## src/rtl/mlp_layer_sequencer_pkg.sv

```systemverilog
// Shared types and defaults for the MLP layer sequencer, neuron RAM and MAC blocks.
package mlp_pkg;

  localparam int MLP_NUM_LAYERS = 4;
  localparam int MLP_CNT_W      = 8;
  localparam int MLP_LAYER_W    = 2;
  localparam int MLP_WADDR_W    = 16;

  typedef enum logic [1:0] {
    IDLE  = 2'd0,
    RUN   = 2'd1,
    FLUSH = 2'd2,
    FIN   = 2'd3
  } seq_state_e;

  // Neuron RAM address is {layer, index}; callers cast down to LAYER_W+CNT_W.
  function automatic logic [31:0] pack_addr(input logic [31:0] layer,
                                            input logic [31:0] idx,
                                            input int          cnt_w);
    return (layer << cnt_w) | idx;
  endfunction

endpackage

```

## src/rtl/mlp_layer_sequencer_nested_counter.sv

```systemverilog
// Cascaded weight/neuron/layer counters with wrap flags; MLP_SEQ_BIAS_EN adds one bias slot per neuron.
module mlp_nested_counter
  import mlp_pkg::*;
#(
  parameter int NUM_LAYERS = MLP_NUM_LAYERS,
  parameter int CNT_W      = MLP_CNT_W,
  parameter int LAYER_W    = MLP_LAYER_W
) (
  input  logic                        clk,
  input  logic                        reset,
  input  logic                        clear,
  input  logic                        step,
  input  logic [NUM_LAYERS*CNT_W-1:0] sizes,
  output logic [LAYER_W-1:0]          layer,
  output logic [CNT_W-1:0]            neuron,
  output logic [CNT_W-1:0]            weight,
  output logic                        w_wrap,
  output logic                        n_wrap,
  output logic                        last_step,
  output logic                        bias
);

  logic [CNT_W-1:0] fan_in;
  logic [CNT_W-1:0] fan_out;

  always_comb begin
    fan_in  = '0;
    fan_out = '0;
    for (int i = 0; i < NUM_LAYERS; i++) begin
      if (i == int'(layer))     fan_in  = sizes[i*CNT_W +: CNT_W];
      if (i == int'(layer) + 1) fan_out = sizes[i*CNT_W +: CNT_W];
    end
  end

`ifdef MLP_SEQ_BIAS_EN
  assign bias   = (weight == fan_in);
  assign w_wrap = bias;
`else
  assign bias   = 1'b0;
  assign w_wrap = (weight == fan_in - CNT_W'(1));
`endif
  assign n_wrap    = (neuron == fan_out - CNT_W'(1));
  assign last_step = w_wrap && n_wrap && (layer == LAYER_W'(NUM_LAYERS - 2));

  always_ff @(posedge clk) begin
    if (reset || clear) begin
      layer  <= '0;
      neuron <= '0;
      weight <= '0;
    end else if (step) begin
      if (!w_wrap) begin
        weight <= weight + CNT_W'(1);
      end else begin
        weight <= '0;
        if (!n_wrap) begin
          neuron <= neuron + CNT_W'(1);
        end else begin
          neuron <= '0;
          layer  <= last_step ? '0 : layer + LAYER_W'(1);
        end
      end
    end
  end

endmodule

```

## src/rtl/mlp_layer_sequencer.sv

```systemverilog
// MLP layer sequencer: walks layer/neuron/weight, drives MAC addresses and neuron write-back.
// Optional per-neuron bias step when MLP_SEQ_BIAS_EN is defined.
module mlp_layer_sequencer
  import mlp_pkg::*;
#(
  parameter int NUM_LAYERS = MLP_NUM_LAYERS,
  parameter int CNT_W      = MLP_CNT_W,
  parameter int LAYER_W    = MLP_LAYER_W,
  parameter int WADDR_W    = MLP_WADDR_W
) (
  input  logic                        clk,
  input  logic                        reset,
  input  logic                        start,
  input  logic [NUM_LAYERS*CNT_W-1:0] layer_sizes,
  input  logic                        step_en,
  output logic                        busy,
  output logic [LAYER_W+CNT_W-1:0]    in_addr,
  output logic [WADDR_W-1:0]          weight_addr,
  output logic                        mac_valid,
  output logic                        acc_clear,
  output logic [LAYER_W+CNT_W-1:0]    out_addr,
  output logic                        write_neuron,
  output logic                        done,
`ifdef MLP_SEQ_BIAS_EN
  output logic                        bias_step,
`endif
  output logic                        cfg_err
);

  seq_state_e state, state_next;

  logic [NUM_LAYERS*CNT_W-1:0] sizes_q;
  logic                        err_q;
  logic                        size_zero;
  logic [WADDR_W-1:0]          waddr_cnt;
  logic                        last_q, last_d;
  logic [LAYER_W-1:0]          lq_layer;
  logic [CNT_W-1:0]            lq_neuron;

  logic [LAYER_W-1:0] layer;
  logic [CNT_W-1:0]   neuron, weight;
  logic               w_wrap, n_wrap, last_step, bias;
  logic               step;

  logic                     busy_d, mac_valid_d, acc_clear_d, write_d, done_d, cfg_err_d;
  logic [LAYER_W+CNT_W-1:0] in_addr_d, out_addr_d;
  logic [WADDR_W-1:0]       weight_addr_d;
`ifdef MLP_SEQ_BIAS_EN
  logic                     bias_d;
`endif

  assign step = (state == RUN) && step_en;

  mlp_nested_counter #(
    .NUM_LAYERS (NUM_LAYERS),
    .CNT_W      (CNT_W),
    .LAYER_W    (LAYER_W)
  ) u_cnt (
    .clk       (clk),
    .reset     (reset),
    .clear     (state != RUN),
    .step      (step),
    .sizes     (sizes_q),
    .layer     (layer),
    .neuron    (neuron),
    .weight    (weight),
    .w_wrap    (w_wrap),
    .n_wrap    (n_wrap),
    .last_step (last_step),
    .bias      (bias)
  );

  always_comb begin
    size_zero = 1'b0;
    for (int i = 0; i < NUM_LAYERS; i++)
      if (layer_sizes[i*CNT_W +: CNT_W] == '0) size_zero = 1'b1;
  end

  always_ff @(posedge clk) begin
    if (reset) begin
      state     <= IDLE;
      sizes_q   <= '0;
      err_q     <= 1'b0;
      waddr_cnt <= '0;
      last_q    <= 1'b0;
      lq_layer  <= '0;
      lq_neuron <= '0;
    end else begin
      state  <= state_next;
      last_q <= last_d;
      if (last_d) begin
        lq_layer  <= layer;
        lq_neuron <= neuron;
      end
      if (state == IDLE && start) begin
        sizes_q   <= layer_sizes;
        err_q     <= size_zero;
        waddr_cnt <= '0;
      end else if (step) begin
        waddr_cnt <= waddr_cnt + WADDR_W'(1);
      end
    end
  end

  always_comb begin
    state_next = state;
    unique case (state)
      IDLE:    if (start) state_next = size_zero ? FIN : RUN;
      RUN:     if (step_en && last_step) state_next = FLUSH;
      FLUSH:   state_next = FIN;
      FIN:     state_next = IDLE;
      default: state_next = IDLE;
    endcase
  end

  // Write-back trails the presented last-weight (or bias) step by one cycle, independent of stalls.
  always_comb begin
    busy_d        = 1'b0;
    mac_valid_d   = 1'b0;
    acc_clear_d   = 1'b0;
    done_d        = 1'b0;
    cfg_err_d     = 1'b0;
    last_d        = 1'b0;
    write_d       = last_q;
    in_addr_d     = in_addr;
    weight_addr_d = weight_addr;
`ifdef MLP_SEQ_BIAS_EN
    bias_d        = 1'b0;
`endif
    out_addr_d    = last_q ? (LAYER_W+CNT_W)'(pack_addr(32'(lq_layer) + 32'd1, 32'(lq_neuron), CNT_W))
                           : out_addr;
    unique case (state)
      IDLE:  busy_d = start && !size_zero;
      RUN: begin
        busy_d = 1'b1;
        if (step_en) begin
          mac_valid_d   = 1'b1;
          acc_clear_d   = (weight == '0);
          weight_addr_d = waddr_cnt;
          last_d        = w_wrap;
`ifdef MLP_SEQ_BIAS_EN
          bias_d        = bias;
`endif
          if (!bias) in_addr_d = (LAYER_W+CNT_W)'(pack_addr(32'(layer), 32'(weight), CNT_W));
        end
      end
      FLUSH: busy_d = 1'b1;
      FIN: begin
        done_d    = 1'b1;
        cfg_err_d = err_q;
      end
      default: ;
    endcase
  end

  always_ff @(posedge clk) begin
    if (reset) begin
      busy         <= 1'b0;
      in_addr      <= '0;
      weight_addr  <= '0;
      mac_valid    <= 1'b0;
      acc_clear    <= 1'b0;
      out_addr     <= '0;
      write_neuron <= 1'b0;
      done         <= 1'b0;
      cfg_err      <= 1'b0;
`ifdef MLP_SEQ_BIAS_EN
      bias_step    <= 1'b0;
`endif
    end else begin
      busy         <= busy_d;
      in_addr      <= in_addr_d;
      weight_addr  <= weight_addr_d;
      mac_valid    <= mac_valid_d;
      acc_clear    <= acc_clear_d;
      out_addr     <= out_addr_d;
      write_neuron <= write_d;
      done         <= done_d;
      cfg_err      <= cfg_err_d;
`ifdef MLP_SEQ_BIAS_EN
      bias_step    <= bias_d;
`endif
    end
  end

endmodule
```

## config.mk

```make
export PLATFORM = sky130hd
export DESIGN_NAME = mlp_layer_sequencer
export DESIGN_NICKNAME = d
export VERILOG_FILES = /design/src/rtl/mlp_layer_sequencer_pkg.sv /design/src/rtl/mlp_layer_sequencer_nested_counter.sv /design/src/rtl/mlp_layer_sequencer.sv
export SDC_FILE = /design/constraint.sdc
export NUM_CORES = 1
export LEC_CHECK = 0
export ABC_CLOCK_PERIOD_IN_PS = 4960
export BUFFER_PORTS_ARGS = -buffer_cell sky130_fd_sc_hd__buf_2
export CORE_UTILIZATION = 50
export DETAILED_ROUTE_END_ITERATION = 16
export MAX_ROUTING_LAYER = met4
export PLACE_DENSITY = 0.71
export SYNTH_ARGS = -nofsm -noshare
export SYNTH_HDL_FRONTEND = slang
export SYNTH_HIERARCHICAL = 1
export SYNTH_SLANG_ARGS = --single-unit
export TNS_END_PERCENT = 50
```

## constraint.sdc

```tcl
create_clock -name clk -period 4.96 [get_ports clk]
set_input_delay 0.496 -clock clk [delete_from_list [all_inputs] [get_ports clk]]
set_output_delay 0.496 -clock clk [all_outputs]
set_load 0.005 [all_outputs]
```

### After elaboration in Yosys (flattened, before gate mapping)

Cells that the tools add are included.

* register bits after elaboration: 122
* input port bits: 36
* output and inout port bits: 42
* word-level logic and storage cells: 96

* add/sub/neg operators: 8
* equal/unequal tests: 15
* muxes and demuxes: 24
* bitwise logic cells: 5
* reduce and logical (&&, ||, !) cells: 25

Operators by type and width (number)
* $mux 8: 10
* $eq 3x32->1 const A: 2
* $logic_not 8->1: 5
* $logic_not 32->1: 1
* $or 10x8->10: 2
* $add 16x1->16 const B: 1
* $add 8x1->8 const B: 2
* $eq 8x8->1: 2
* $sub 8x1->8 const B: 2
* $mux 1: 8
* $mux 2: 4
* $pmux 2 s4: 1
* $reduce_or 2->1: 4
* $eq 2x2->1 const B: 3
* $logic_and 1x1->1: 6
* $reduce_and 2->1: 3
* $add 2x1->2 const B: 2
* $eq 2x2->1 const A: 2
* $logic_not 2->1: 2
* $ne 2x1->1 const B: 2
* $add 2x1->3 const B: 1
* $eq 1x3->1 const A: 1
* $not 1->1: 3
* $reduce_and 3->1: 1
* 7 further kinds: 7

### Depth between registers and ports, before layout

Gate-level depths: netlist of the first run.

* depth after elaboration: 13
* depth in mapped cells: 18
* gate-level depth less buffers: 15

### By module

Netlist of the first run, hierarchy kept.

Modules (own cells, without submodules)
* mlp_layer_sequencer: times used 1, cells each 472, area each 3905.0 µm², seq. area each 2082.0 µm²
* mlp_nested_counter: times used 1, cells each 209, area each 1803.0 µm², seq. area each 360.3 µm²

### Worst setup path before layout of the first run

Ideal clock, no wire load.

* path kind: register -> register
* from: register u_cnt.layer[1]
* to: register state[1]
* setup time: 91 ps
* data arrival time: 3698 ps
* data required time: 4869 ps
* path slack: 1171 ps
* cell stages (with the launch flop): 13
* buffers on the path: 1
* period minus slack after synthesis: 3789 ps
* cells stage by stage: dfxtp_1 > buf_1 > mux4_2 > or3_4 > or3_1 > a221o_1 > or2_2 > nor2_1 > and4b_1 > nand2_1 > a21oi_1 > mux2_2 > a311oi_1

* elaborated cells between the ends (all ways): 27
* classes of those cells: add/sub (3); eq/ne (10); mux (8); reduce/logical (6)

RTL lines
* from (decl): line mlp_layer_sequencer_nested_counter.sv:14 `output logic [LAYER_W-1:0] layer,`
* from (signal assigned): line mlp_layer_sequencer_nested_counter.sv:59 `layer <= last_step ? '0 : layer + LAYER_W'(1);`
* $logic_not 2->1: line mlp_layer_sequencer_nested_counter.sv:30 `if (i == int'(layer)) fan_in = sizes[i*CNT_W +: CNT_W];`
* $mux 8 (3 in series): line mlp_layer_sequencer_nested_counter.sv:30
* $mux 8 (*): line mlp_layer_sequencer_nested_counter.sv:30
* $sub 8x1->8 (*): line mlp_layer_sequencer_nested_counter.sv:40 `assign w_wrap = (weight == fan_in - CNT_W'(1));`
* $eq 8x8->1 (*): line mlp_layer_sequencer_nested_counter.sv:40
* via w_wrap: line mlp_layer_sequencer.sv:42 `logic w_wrap, n_wrap, last_step, bias;`
* $logic_and 1x1->1 (*) (2 in series): line mlp_layer_sequencer_nested_counter.sv:43 `assign last_step = w_wrap && n_wrap && (layer == LAYER_W'(NUM_LAYERS - 2));`
* via last_step: line mlp_layer_sequencer.sv:42
* $logic_and 1x1->1 (*): line mlp_layer_sequencer.sv:109 `RUN: if (step_en && last_step) state_next = FLUSH;`
* $ne 2x1->1 (no line) (*)
* $reduce_and 2->1 (no line) (*)
* to (signal assigned): line mlp_layer_sequencer.sv:89 `state <= state_next;`
* to (decl): line mlp_layer_sequencer.sv:30 `seq_state_e state, state_next;`

The timed path passes the listed nets; every way through them passes the cells marked *.
A chain may end at the register's enable or synchronous reset.

### Worst setup path after layout of the first run

* from: register u_cnt.layer[0]
* to: register state[1]

* longest elaborated chain between the ends: 13
* elaborated cells between the ends (all ways): 27
* classes of those cells: add/sub (3); eq/ne (10); mux (8); reduce/logical (6)

Ends and longest elaborated chain
* $add 2x1->3 (*): line mlp_layer_sequencer_nested_counter.sv:31 `if (i == int'(layer) + 1) fan_out = sizes[i*CNT_W +: CNT_W];`
* $logic_not 32->1: line mlp_layer_sequencer_nested_counter.sv:31
* $mux 8 (3 in series): line mlp_layer_sequencer_nested_counter.sv:31
* $mux 8 (*): line mlp_layer_sequencer_nested_counter.sv:31
* $sub 8x1->8 (*): line mlp_layer_sequencer_nested_counter.sv:42 `assign n_wrap = (neuron == fan_out - CNT_W'(1));`
* $eq 8x8->1 (*): line mlp_layer_sequencer_nested_counter.sv:42
* via n_wrap: line mlp_layer_sequencer.sv:42
* $logic_and 1x1->1 (*) (2 in series): line mlp_layer_sequencer_nested_counter.sv:43
* via last_step: line mlp_layer_sequencer.sv:42
* $logic_and 1x1->1 (*): line mlp_layer_sequencer.sv:109
* $ne 2x1->1 (no line) (*)
* $reduce_and 2->1 (no line) (*)

Marks and branches as above.

==> reports/summary.txt, run 1 <==
GLOBAL ROUTING
--------------------------------------------------------------------------------------
Overall Global Routing Usage                                                     24.8%
Largest net degree at the start of global routing                                   49
Initial antenna violation count                                                      0
GR Util met1                                                                     32.1%
Wire length of the first global-routing pass                              22,200 microns
Layer with the highest usage                                                      met2
Global route total overflow                                                          0
Met2 track demand over resource in global routing                                37.4%
Global routing usage on met3                                                     5.74%
Vias in the first global route                                                   4,641

STA
--------------------------------------------------------------------------------------
Final worst path period need                                                   4.54 ns
Final Max Slew Viols                                                                 0
Unrepaired setup endpoints after global routing                                     no
Slew HR                                                                          27.8%
Largest clock skew in the final design                                      0.00575 ns
Total setup violations reported at the end of the flow                               0
Hold Slack                                                                    0.333 ns
Actual slew at the worst max-slew pin                                          1.08 ns
Period utilisation layout                                                        91.6%
Fmax                                                                           220 MHz
Fin. Hold Viols                                                                      0
Crit path setup slack, layout                                                 0.417 ns
Setup total negative slack                                                        0 ns

WORST SETUP PATH
--------------------------------------------------------------------------------------
Buf+Inv Stages, Crit Path                                                            3
Crit path arrival time                                                         4.87 ns
Crit path max-delay family                                                simple AND/OR/NAND/NOR gates
Crit-path slowest cell                                                    sky130_fd_sc_hd__dfxtp_1
Critical Setup Path Class                                                 flop to flop
Nature of the critical path endpoint                                              flop
Worst path required time                                                       5.28 ns
Cell breakdown of the critical path                                       buf_4, nor2b_1, o2bb2ai_1, inv_1, ha_1, xnor2_1, xnor2_1, nor3_1, nand4_1, a31o_2, inv_1, and4b_1, nand2_1, a21oi_1, mux2_2, a311oi_1
Maximum fanout encountered on the critical timing path                              15
Largest stage delay on the critical path                                       0.73 ns
R2r setup slk                                                                  0.42 ns
Reg-to-reg endpoint                                                       state[1]$_SDFFE_PP0P_
Nature of the critical path startpoint                                            flop
Crit Reg-Reg Startpoint                                                   u_cnt/layer[0]$_SDFFE_PP0P_
Length in cells of the worst reg-to-reg path                                        16

DETAILED ROUTING
--------------------------------------------------------------------------------------
Remaining antenna violation count after routing                                      0
Detailed-router iteration count before antenna repair                                5
Drc violations                                                                       0
Detailed-route via count                                                         4,995
Violation count after the first detailed-route iteration                           326
Total detailed-routing wirelength                                         13,400 microns
Vias per cell                                                                     5.56
Routed wirelength normalized by instance count                            14.9 microns

FINISH
--------------------------------------------------------------------------------------
Most common library cell in the layout ignoring fill and taps             sky130_fd_sc_hd__nand2_1
Total number of nets in the final design                                           792
Share of final-layout standard cells stronger than drive strength 1              17.1%
Layout-stage area growth over the synthesis result                               19.0%
Highest-count cells in the layout ignoring fill and taps                  sky130_fd_sc_hd__nand2_1 (162), sky130_fd_sc_hd__dfxtp_1 (122), sky130_fd_sc_hd__a21oi_1 (80), sky130_fd_sc_hd__buf_2 (77), sky130_fd_sc_hd__nor2_1 (49)
Layout fillers                                                                     937
Final standard cell count with taps included and fillers excluded                  899
Count of inserted antenna diode cells                                                0

CLOCK TREE
--------------------------------------------------------------------------------------
Number of H-tree levels                                                              4
Clock insertion delay at the later pin of the skew report                      0.41 ns
Clock slew at the register clock pins of the worst setup and hold paths        0.06 ns
TritonCTS clock tree                                                             built
Number of hold buffers added after CTS                                               0
Buffer depth of the longest clock path                                               2
Number of cells upsized or downsized after cts                                       0
Setup Fix Bufs, Post-CTS                                                             0
Clock buffers created by TritonCTS                                                  17
Buffer cell driving the clock tree root                                   sky130_fd_sc_hd__clkbuf_16
Total clock sinks                                                                  122

PWR
--------------------------------------------------------------------------------------
Cell leakage power                                                             2.55 nW
Total Power                                                                  0.00305 W
Power density over the cells                                               448 nW/um^2
Highest ir drop seen on vdd                                                   0.299 mV

MIN PATH
--------------------------------------------------------------------------------------
Cell depth of the worst min-delay path                                               3
Origin of the worst min-delay path                                        layer_sizes[13]
Worst Hold Class                                                          input pin to flop
Worst hold path endpoint                                                  sizes_q[13]$_SDFFE_PP0P_

PLACEMENT
--------------------------------------------------------------------------------------
Post-place setup slack                                                        0.612 ns
Placed Cells incl. Taps                                                            867
# port buffers                                                                      77
Post-DP HPWL                                                              9500 microns
Final estimated routing congestion in global placement                           0.911

SYNTHESIS
--------------------------------------------------------------------------------------
Post-synthesis instance area                                                5710 sq um
Mean area per synthesized cell                                              8.38 sq um
Count of unique library cells instantiated by Yosys                                 60
Number of flops mapped to enable cells by yosys                                      0
Sequential fraction of the synthesis area                                        42.8%
Number of nets in the synthesized netlist                                          727
Async set or reset register ratio after synthesis                                   0%
Most used DFF post-synth                                                  sky130_fd_sc_hd__dfxtp_1
Instance count of the mapped netlist                                               681
Synth warnings                                                                       6
Total of flip-flops plus latches after synthesis                                   122

FLOORPLANNING
--------------------------------------------------------------------------------------
Top-level I/O count                                                                 78
Initial core utilization                                                         52.0%
Area enclosed by the die boundary                                         11,800 sq um
Die H                                                                      109 microns
Num rows                                                                            38
Core area                                                                 11,000 sq um
Horizontal die dimension                                                   109 microns

STATUS
--------------------------------------------------------------------------------------
Run status                                                                finished, final reports clean

JOB
--------------------------------------------------------------------------------------
Maxcap violations                                                                    0

-- cells in the mapped netlist (2+ instances only) --
cell                        number  area share (%)
sky130_fd_sc_hd__nand2_1       162              11
sky130_fd_sc_hd__dfxtp_1       122              43
sky130_fd_sc_hd__a21oi_1        80             7.0
sky130_fd_sc_hd__nor2_1         49             3.2
sky130_fd_sc_hd__xnor2_1        28             4.3
sky130_fd_sc_hd__clkbuf_1       20             1.3
sky130_fd_sc_hd__mux2i_1        19             3.3
sky130_fd_sc_hd__nor4_1         15             1.6
sky130_fd_sc_hd__xor2_1         13             2.0
sky130_fd_sc_hd__inv_1          12            0.79
sky130_fd_sc_hd__nand3_1        12             1.1
sky130_fd_sc_hd__ha_1           10             2.2
sky130_fd_sc_hd__nand4_1        10             1.1
sky130_fd_sc_hd__nor3_1         10            0.88
sky130_fd_sc_hd__o21ai_0        10            0.88
sky130_fd_sc_hd__buf_1           7            0.46
sky130_fd_sc_hd__or3_1           7            0.77
sky130_fd_sc_hd__and2_1          6            0.66
sky130_fd_sc_hd__and3_1          6            0.66
sky130_fd_sc_hd__o2bb2ai_1       6            0.92
sky130_fd_sc_hd__buf_2           5            0.44
sky130_fd_sc_hd__nand2b_1        5            0.55
sky130_fd_sc_hd__nor2b_1         5            0.55
sky130_fd_sc_hd__mux4_1          4             1.8
sky130_fd_sc_hd__mux4_2          4             1.6
sky130_fd_sc_hd__a211oi_1        3            0.39
sky130_fd_sc_hd__and4_1          3            0.46
sky130_fd_sc_hd__nand3b_1        3            0.39
sky130_fd_sc_hd__nor2_2          3            0.33
sky130_fd_sc_hd__nor3b_1         3            0.39
sky130_fd_sc_hd__a311o_1         2            0.35
sky130_fd_sc_hd__a311oi_1        2            0.31
sky130_fd_sc_hd__buf_6           2            0.39
sky130_fd_sc_hd__mux2_2          2            0.39
sky130_fd_sc_hd__nor4b_1         2            0.31
sky130_fd_sc_hd__o211ai_1        2            0.26
sky130_fd_sc_hd__o21a_1          2            0.26
sky130_fd_sc_hd__o31ai_1         2            0.26
sky130_fd_sc_hd__or2_2           2            0.22
-- how the worst max path moves through the flow --
| stage | endpoint | cells past startpoint | slack, ns | start |
|---|---|---|---|---|
| detailed placement | state[1]$_SDFFE_PP0P_ | 12 | 0.61 | u_cnt/layer[0]$_SDFFE_PP0P_ |
| CTS | state[1]$_SDFFE_PP0P_ | 16 | 0.53 | u_cnt/layer[0]$_SDFFE_PP0P_ |
| global route | state[1]$_SDFFE_PP0P_ | 16 | 0.22 | u_cnt/layer[0]$_SDFFE_PP0P_ |
| finish | state[1]$_SDFFE_PP0P_ | 16 | 0.42 | u_cnt/layer[0]$_SDFFE_PP0P_ |
| global placement | state[1]$_SDFFE_PP0P_ | 12 | 0.76 | u_cnt/layer[0]$_SDFFE_PP0P_ |
| floorplan | state[1]$_SDFFE_PP0P_ | 12 | 1.17 | u_cnt/layer[1]$_SDFFE_PP0P_ |
-- flip-flops by register name, indices dropped and copies added (netlist names), 2 cells and up --
name,cells
in_addr,10
lq_layer,2
lq_neuron,8
out_addr,10
sizes_q,32
state,2
u_cnt/layer,2
u_cnt/neuron,8
u_cnt/weight,8
waddr_cnt,16
weight_addr,16
-- logic make-up (layout without fill, tap and decap cells) --
| logic type | Yosys count | in the layout | synth area share [%] |
|---|---|---|---|
| buffers and inverters | 48 | 126 | 3.79 |
| adders and majority gates | 10 | 10 | 2.19 |
| AOI/OAI and AO/OA | 120 | 120 | 12.3 |
| other | 1 | 1 | 0.0657 |
| xor gates and xnor gates | 42 | 42 | 6.69 |
| DFF | 122 | 122 | 42.8 |
| and+or+nand+nor | 309 | 309 | 25.1 |
| muxes | 29 | 29 | 7.15 |
-- layer usage --
| metal | routed length [microns] | vias up |
|---|---|---|
| met5 | 0 | - |
| met4 | 295 | 0 |
| met3 | 663 | 31 |
| met2 | 6100 | 169 |
| met1 | 6350 | 2328 |
| li1 | - | 2467 |
-- metrics by stage --
step                      util (%)  cell area (sq um)
after global routing          61.9               6800
after detailed placement      55.9               6130
after CTS                     61.9               6800
after global placement        55.9               6130
final                         61.9               6800
after floorplan                  -               5710
-- where the power goes --
| part | switching [W] | internal, W | leakage (nW) |
|---|---|---|---|
| Combinational | 0.000369 | 0.000216 | 1.24 |
| Sequential | 0.0000562 | 0.00105 | 0.988 |
| Clock | 0.000431 | 0.000928 | 0.322 |
-- worst reg2reg max path, delay by kind of cell (launching register included) --
| kind | cells | cell delay, ns |
|---|---|---|
| AND/OR/NAND/NOR | 5 | 1.13 |
| flip-flops | 1 | 0.73 |
| AO/OA/AOI/OAI | 4 | 1.10 |
| adder cells (fa/ha/maj) | 1 | 0.25 |
| multiplexers | 1 | 0.38 |
| XOR/XNOR | 2 | 0.32 |
| buffers and inverters | 3 | 0.55 |
-- final cells by class --
type                            count  area (sq um)  area share (%)
Sequential cell                   122          2440            35.9
Multi-Input combinational cell    511          3050            44.9
Clock buffer                       20           467            6.87
Timing Repair Buffer               82           423            6.22
Inverter                           12          45.0           0.663
Clock inverter                     12           194            2.85
Tap cell                          140           175            2.58
No activity file was read; power rests on OpenSTA's default activity.
==> inputs of run 2 (changes only) <==
--- a/config.mk
+++ b/config.mk
@@ -7,10 +7,9 @@
 export LEC_CHECK = 0
 export ABC_CLOCK_PERIOD_IN_PS = 4960
 export BUFFER_PORTS_ARGS = -buffer_cell sky130_fd_sc_hd__buf_2
-export CORE_UTILIZATION = 50
+export CORE_UTILIZATION = 55
 export DETAILED_ROUTE_END_ITERATION = 16
-export MAX_ROUTING_LAYER = met4
-export PLACE_DENSITY = 0.71
+export PLACE_DENSITY = 0.77
 export SYNTH_ARGS = -nofsm -noshare
 export SYNTH_HDL_FRONTEND = slang
 export SYNTH_HIERARCHICAL = 1
==> reports/summary.txt, run 2 (synthesis gave the netlist of run 1 again) <==
STATUS
--------------------------------------------------------------------------------------
Run status                                                                finished, final reports clean   unchanged

STA
--------------------------------------------------------------------------------------
Largest clock skew in the final design                                      0.00884 ns   was 0.00575 ns
Final worst path period need                                                   4.14 ns   was 4.54 ns
Hold Slack                                                                    0.234 ns   was 0.333 ns
Unrepaired setup endpoints after global routing                                     no   unchanged
Total setup violations reported at the end of the flow                               0   unchanged
Fin. Hold Viols                                                                      0   unchanged
Slew HR                                                                          22.0%   was 27.8%
Final Max Slew Viols                                                                 0   unchanged
Actual slew at the worst max-slew pin                                          1.17 ns   was 1.08 ns
Period utilisation layout                                                        83.5%   was 91.6%
Setup total negative slack                                                        0 ns   unchanged
Fmax                                                                           241 MHz   was 220 MHz

WORST SETUP PATH
--------------------------------------------------------------------------------------
Crit path arrival time                                                         4.57 ns   was 4.87 ns
Maximum fanout encountered on the critical timing path                              20   was 15
Critical Setup Path Class                                                 flop to flop   unchanged
Nature of the critical path endpoint                                              flop   unchanged
Crit-path slowest cell                                                    sky130_fd_sc_hd__nor2b_1   was sky130_fd_sc_hd__dfxtp_1
Worst path required time                                                       5.38 ns   was 5.28 ns
Nature of the critical path startpoint                                            flop   unchanged
Cell breakdown of the critical path                                       buf_4, nor2b_1, o2bb2ai_1, inv_1, ha_1, xnor2_1, xnor2_1, nor3_1, nand4_1, a31o_2, inv_1, and4b_1, nand2_1, a21oi_1, mux2_2, a311oi_1   unchanged
Crit path max-delay family                                                simple AND/OR/NAND/NOR gates   unchanged
Largest stage delay on the critical path                                       0.55 ns   was 0.73 ns
Buf+Inv Stages, Crit Path                                                            3   unchanged

DETAILED ROUTING
--------------------------------------------------------------------------------------
Routed wirelength normalized by instance count                            15.3 microns   was 14.9 microns
Detailed-route via count                                                         5,048   was 4,995
Detailed-router iteration count before antenna repair                                5   unchanged
Total detailed-routing wirelength                                         13,600 microns   was 13,400 microns
Violation count after the first detailed-route iteration                           260   was 326
Drc violations                                                                       0   unchanged
Remaining antenna violation count after routing                                      0   unchanged
Vias per cell                                                                     5.67   was 5.56

FINISH
--------------------------------------------------------------------------------------
Biggest register                                                               sizes_q   unchanged
Flip-flop count of the largest register, all copies and words added                 32   unchanged
Count of inserted antenna diode cells                                                0   unchanged
Registers with the most flip-flops                                        sizes_q: 32 flops, waddr_cnt: 16 flops, weight_addr: 16 flops   unchanged
Most common library cell in the layout ignoring fill and taps             sky130_fd_sc_hd__nand2_1   unchanged
Share of final-layout standard cells stronger than drive strength 1              16.8%   was 17.1%
Total number of nets in the final design                                           791   was 792
Layout-stage area growth over the synthesis result                               16.5%   was 19.0%
Highest-count cells in the layout ignoring fill and taps                  sky130_fd_sc_hd__nand2_1 (162), sky130_fd_sc_hd__dfxtp_1 (122), sky130_fd_sc_hd__a21oi_1 (80), sky130_fd_sc_hd__buf_2 (77), sky130_fd_sc_hd__nor2_1 (49)   unchanged
Final standard cell count with taps included and fillers excluded                  890   was 899

FLOORPLANNING
--------------------------------------------------------------------------------------
Num rows                                                                            36   was 38
Die H                                                                      104 microns   was 109 microns
Area enclosed by the die boundary                                         10,800 sq um   was 11,800 sq um
Horizontal die dimension                                                   104 microns   was 109 microns
Core area                                                                   9910 sq um   was 11,000 sq um
Initial core utilization                                                         57.6%   was 52.0%
Top-level I/O count                                                                 78   unchanged

GLOBAL ROUTING
--------------------------------------------------------------------------------------
Overall Global Routing Usage                                                     25.8%   was 24.8%
Wire length of the first global-routing pass                              22,500 microns   was 22,200 microns
Vias in the first global route                                                   4,677   was 4,641
Global route total overflow                                                          0   unchanged
Largest net degree at the start of global routing                                   47   was 49
Initial antenna violation count                                                      0   unchanged

CLOCK TREE
--------------------------------------------------------------------------------------
Number of hold buffers added after CTS                                               0   unchanged
Total clock sinks                                                                  122   unchanged
Setup Fix Bufs, Post-CTS                                                             0   unchanged
Clock buffers created by TritonCTS                                                  17   unchanged
Clock insertion delay at the later pin of the skew report                      0.51 ns   was 0.41 ns
Number of cells upsized or downsized after cts                                       0   unchanged
Clock slew at the register clock pins of the worst setup and hold paths        0.06 ns   about the same
Buffer cell driving the clock tree root                                   sky130_fd_sc_hd__clkbuf_8   was sky130_fd_sc_hd__clkbuf_16
TritonCTS clock tree                                                             built   unchanged
Number of H-tree levels                                                              4   unchanged
Buffer depth of the longest clock path                                               2   unchanged

PWR
--------------------------------------------------------------------------------------
Highest ir drop seen on vdd                                                   0.230 mV   was 0.299 mV
Clock share of power                                                             39.5%   was 44.6%
Int Power                                                                    0.00193 W   was 0.00219 W
Combinational power share                                                        20.8%   was 19.2%
Net switching power                                                         0.000856 W   was 0.000857 W
Cell leakage power                                                             2.48 nW   was 2.55 nW
Power density over the cells                                               419 nW/um^2   was 448 nW/um^2
Share of total power in sequential cells                                         39.7%   was 36.2%
Switching power share of the total                                               30.7%   was 28.1%

PLACEMENT
--------------------------------------------------------------------------------------
# port buffers                                                                      77   unchanged
Placed Cells incl. Taps                                                            859   was 867
Post-DP HPWL                                                              9540 microns   was 9500 microns
Final estimated routing congestion in global placement                           0.887   was 0.911

JOB
--------------------------------------------------------------------------------------
Maxcap violations                                                                    0   unchanged

MIN PATH
--------------------------------------------------------------------------------------
Worst Hold Class                                                          input pin to flop   unchanged

-- run 2: final timing paths --
path / from / endpoint / slack (ns) / depth (start not counted)
setup / recovery: u_cnt/layer[0]$_SDFFE_PP0P_ / state[1]$_SDFFE_PP0P_ / 0.82 / 16
hold reg to reg: weight_addr[1]$_SDFFE_PP0P_ / weight_addr[1]$_SDFFE_PP0P_ / 0.45 / 2
setup reg to reg: u_cnt/layer[0]$_SDFFE_PP0P_ / state[1]$_SDFFE_PP0P_ / 0.82 / 16
hold / removal: layer_sizes[15] / sizes_q[15]$_SDFFE_PP0P_ / 0.23 / 3
-- run 2: per-stage QoR --
step / area [sq um] / worst slack [ns] / power, W / util (%)
floorplan: 5710 / 1.17 / 0.00155 / -
global placement: 6120 / 0.990 / 0.00167 / 61.7
detailed placement: 6120 / 0.840 / 0.00169 / 61.7
CTS: 6650 / 0.852 / 0.00279 / 67.1
global route: 6650 / 0.498 / 0.00291 / 67.1
finish: 6650 / 0.817 / 0.00278 / 67.1
-- run 2: power by group through the flow --
stage	logic (W)	registers, W	clock network [W]
finish	0.000579	0.00110	0.00110
global route	0.000645	0.00111	0.00116
CTS	0.000577	0.00110	0.00111
detailed placement	0.000569	0.00112	0
global placement	0.000548	0.00112	0
floorplan	0.000455	0.00110	0
-- run 2: tightest hold or removal path: stages --
cell	delay, ns
sky130_fd_sc_hd__buf_2	0.11
sky130_fd_sc_hd__nand2_1	0.05
sky130_fd_sc_hd__a21oi_1	0.05
-- run 2: cell type report --
type                       count  area, sq um
tap                          133          166
multi-input combinational    511         3050
fill                         823         3260
clock inverter                12          103
timing repair buffer          81          415
clock buffer                  19          432
sequential                   122         2440
inverter                      12         45.0
-- run 2: routing by layer --
layer  track usage, %  up-vias  routed length (microns)  share of wire, %
met5                0        -                        0                 0
met1             34.5     2368                     6320                46
li1                 -     2482                        -                 -
met3             4.82       39                      623               4.6
met4             12.1        0                      396               2.9
met2             40.5      159                     6300                46
==> inputs of run 3 (changes only) <==
--- a/config.mk
+++ b/config.mk
@@ -5,11 +5,11 @@
 export SDC_FILE = /design/constraint.sdc
 export NUM_CORES = 1
 export LEC_CHECK = 0
-export ABC_CLOCK_PERIOD_IN_PS = 4960
+export ABC_CLOCK_PERIOD_IN_PS = 3500
 export BUFFER_PORTS_ARGS = -buffer_cell sky130_fd_sc_hd__buf_2
-export CORE_UTILIZATION = 55
+export CORE_UTILIZATION = 52
 export DETAILED_ROUTE_END_ITERATION = 16
-export PLACE_DENSITY = 0.77
+export PLACE_DENSITY = 0.76
 export SYNTH_ARGS = -nofsm -noshare
 export SYNTH_HDL_FRONTEND = slang
 export SYNTH_HIERARCHICAL = 1
==> constraint.sdc (replaced) <==
create_clock -name clk -period 3.5 [get_ports clk]
set_input_delay 0.35 -clock clk [delete_from_list [all_inputs] [get_ports clk]]
set_output_delay 0.35 -clock clk [all_outputs]
set_load 0.005 [all_outputs]
==> reports/summary.txt, run 3 (synthesis gave the netlist of run 1 again) <==
STATUS
--------------------------------------------------------------------------------------
Run status                                                                finished with violations   was finished, final reports clean
Violated checks                                                           setup timing

WORST SETUP PATH
--------------------------------------------------------------------------------------
Worst Setup SP                                                            u_cnt/layer[0]$_SDFFE_PP0P_   unchanged
Crit Reg-Reg Startpoint                                                   u_cnt/layer[0]$_SDFFE_PP0P_   unchanged
Nature of the critical path startpoint                                            flop   unchanged
Worst path required time                                                       3.93 ns   was 5.38 ns
Crit path arrival time                                                         3.93 ns   was 4.57 ns
Maximum fanout encountered on the critical timing path                               7   was 20
Nature of the critical path endpoint                                              flop   unchanged
Critical Setup Path Class                                                 flop to flop   unchanged

CLOCK TREE
--------------------------------------------------------------------------------------
Clock insertion delay at the later pin of the skew report                      0.52 ns   was 0.51 ns
Total clock sinks                                                                  122   unchanged
Number of hold buffers added after CTS                                               0   unchanged
TritonCTS clock tree                                                             built   unchanged
Number of H-tree levels                                                              4   unchanged
Buffer depth of the longest clock path                                               2   unchanged
Buffer cell driving the clock tree root                                   sky130_fd_sc_hd__clkbuf_8   unchanged
Clock slew at the register clock pins of the worst setup and hold paths        0.06 ns   about the same
Clock buffers created by TritonCTS                                                  17   unchanged

STA
--------------------------------------------------------------------------------------
Final worst path period need                                                   3.50 ns   was 4.14 ns
Largest clock skew in the final design                                      0.00665 ns   was 0.00884 ns
Fmax                                                                           286 MHz   was 241 MHz
Total setup violations reported at the end of the flow                               1   was 0
Actual slew at the worst max-slew pin                                         0.702 ns   was 1.17 ns
Unrepaired setup endpoints after global routing                                    yes   was no
Fin. Hold Viols                                                                      0   unchanged
Setup total negative slack                                                 -0.00140 ns   was 0 ns
Crit path setup slack, layout                                              -0.00140 ns   was 0.817 ns
Period utilisation layout                                                         100%   was 83.5%
Hold Slack                                                                   0.0759 ns   was 0.234 ns
Final Max Slew Viols                                                                 0   unchanged
Slew HR                                                                          53.2%   was 22.0%

DETAILED ROUTING
--------------------------------------------------------------------------------------
Remaining antenna violation count after routing                                      0   unchanged
Detailed-route via count                                                         5,083   was 5,048
Detailed-router iteration count before antenna repair                                6   was 5
Vias per cell                                                                     5.54   was 5.67
Drc violations                                                                       0   unchanged
Total detailed-routing wirelength                                         13,800 microns   was 13,600 microns
Routed wirelength normalized by instance count                            15.0 microns   was 15.3 microns
Violation count after the first detailed-route iteration                           338   was 260

FINISH
--------------------------------------------------------------------------------------
Flip-flop count of the largest register, all copies and words added                 32   unchanged
Most common library cell in the layout ignoring fill and taps             sky130_fd_sc_hd__nand2_1   unchanged
Post-route core utilization                                                      66.6%   was 67.1%
Count of inserted antenna diode cells                                                0   unchanged
Share of final-layout standard cells stronger than drive strength 1              21.9%   was 16.8%
Highest-count cells in the layout ignoring fill and taps                  sky130_fd_sc_hd__nand2_1 (162), sky130_fd_sc_hd__dfxtp_1 (120), sky130_fd_sc_hd__a21oi_1 (77), sky130_fd_sc_hd__buf_2 (77), sky130_fd_sc_hd__nor2_1 (48)   was sky130_fd_sc_hd__nand2_1 (162), sky130_fd_sc_hd__dfxtp_1 (122), sky130_fd_sc_hd__a21oi_1 (80), sky130_fd_sc_hd__buf_2 (77), sky130_fd_sc_hd__nor2_1 (49)
Registers with the most flip-flops                                        sizes_q: 32 flops, waddr_cnt: 16 flops, weight_addr: 16 flops   unchanged
Total number of nets in the final design                                           815   was 791
Layout-stage area growth over the synthesis result                               22.0%   was 16.5%
Biggest register                                                               sizes_q   unchanged

FLOORPLANNING
--------------------------------------------------------------------------------------
Area enclosed by the die boundary                                         11,400 sq um   was 10,800 sq um
Top-level I/O count                                                                 78   unchanged
Initial core utilization                                                         54.6%   was 57.6%
Horizontal die dimension                                                   107 microns   was 104 microns
Core area                                                                 10,500 sq um   was 9910 sq um
Num rows                                                                            37   was 36
Die H                                                                      107 microns   was 104 microns

PLACEMENT
--------------------------------------------------------------------------------------
Final estimated routing congestion in global placement                           0.951   was 0.887
Post-DP HPWL                                                              9650 microns   was 9540 microns
# port buffers                                                                      77   unchanged
Post-place setup slack                                                       -0.113 ns   was 0.840 ns

PWR
--------------------------------------------------------------------------------------
Power density over the cells                                               604 nW/um^2   was 419 nW/um^2
Cell leakage power                                                             2.64 nW   was 2.48 nW
Highest ir drop seen on vdd                                                   0.304 mV   was 0.230 mV
Total Power                                                                  0.00421 W   was 0.00278 W

MIN PATH
--------------------------------------------------------------------------------------
Worst Hold Class                                                          input pin to flop   unchanged
Origin of the worst min-delay path                                        layer_sizes[14]   was layer_sizes[15]

GLOBAL ROUTING
--------------------------------------------------------------------------------------
Vias in the first global route                                                   4,666   was 4,677
Largest net degree at the start of global routing                                   70   was 47
Initial antenna violation count                                                      0   unchanged
Overall Global Routing Usage                                                     25.4%   was 25.8%
Wire length of the first global-routing pass                              22,600 microns   was 22,500 microns
Global route total overflow                                                          0   unchanged

JOB
--------------------------------------------------------------------------------------
Maxcap violations                                                                    0   unchanged

==> run 3: final timing paths <==
| check | endpoint | slack, ns | depth (start not counted) |
|---|---|---|---|
| worst min register to register | weight_addr[8]$_SDFFE_PP0P_ | 0.45 | 2 |
| worst max-delay path | state[1]$_SDFFE_PP0P_ | -0.001 | 11 |
| worst max register to register | state[1]$_SDFFE_PP0P_ | -0.001 | 11 |
| worst min-delay path | sizes_q[14]$_SDFFE_PP0P_ | 0.08 | 3 |
==> run 3: repair_timing <==
action                                 4_1_cts  5_1_grt
resized for setup                            5       16
setup buffers                                0        3
setup endpoints to repair                    7       13
endpoints found under the hold margin        0        0
pin swaps                                    0       16
==> run 3: cell type report <==
type / count / area (sq um)
flip-flops and latches: 122 / 2450
well taps: 136 / 170
inverters: 12 / 45.0
multi-input cells: 511 / 3110
repair buffers: 105 / 599
clock inverters: 10 / 115
clock buffers: 22 / 473
fillers: 870 / 3500
==> run 3: where the power goes <==
part	switching, W	internal [W]
combinational	0.000554	0.000379
sequential	0.0000778	0.00148
clock	0.000628	0.00109
total	0.00126	0.00295
==> run 3: layer usage <==
layer  wire, microns  GRT usage (%)  up-vias
met1            6250           32.7     2344
met3             676           4.62       30
met2            6500           41.7      178
li1                -              -     2531
met4             352           11.0        0
met5               0              0        -
==> run 3: worst max-delay path, cell delays in order (launching register included) <==
cell and delay (ns):
sky130_fd_sc_hd__dfxtp_4 0.41, sky130_fd_sc_hd__mux4_2 0.53, sky130_fd_sc_hd__or3_4 0.42, sky130_fd_sc_hd__or3_1 0.36, sky130_fd_sc_hd__a221o_1 0.34, sky130_fd_sc_hd__or2_4 0.26, sky130_fd_sc_hd__nor2_4 0.12, sky130_fd_sc_hd__and4b_1 0.22
sky130_fd_sc_hd__nand2_1 0.07, sky130_fd_sc_hd__a21oi_2 0.19, sky130_fd_sc_hd__mux2_4 0.32, sky130_fd_sc_hd__a311oi_1 0.19
==> run 3: through the flow <==
stage | instances | instance area [sq um]
global route | 918 | 6960
floorplan | 681 | 5730
global placement | 883 | 6300
finish | 918 | 6960
detailed placement | 883 | 6300
CTS | 915 | 6890
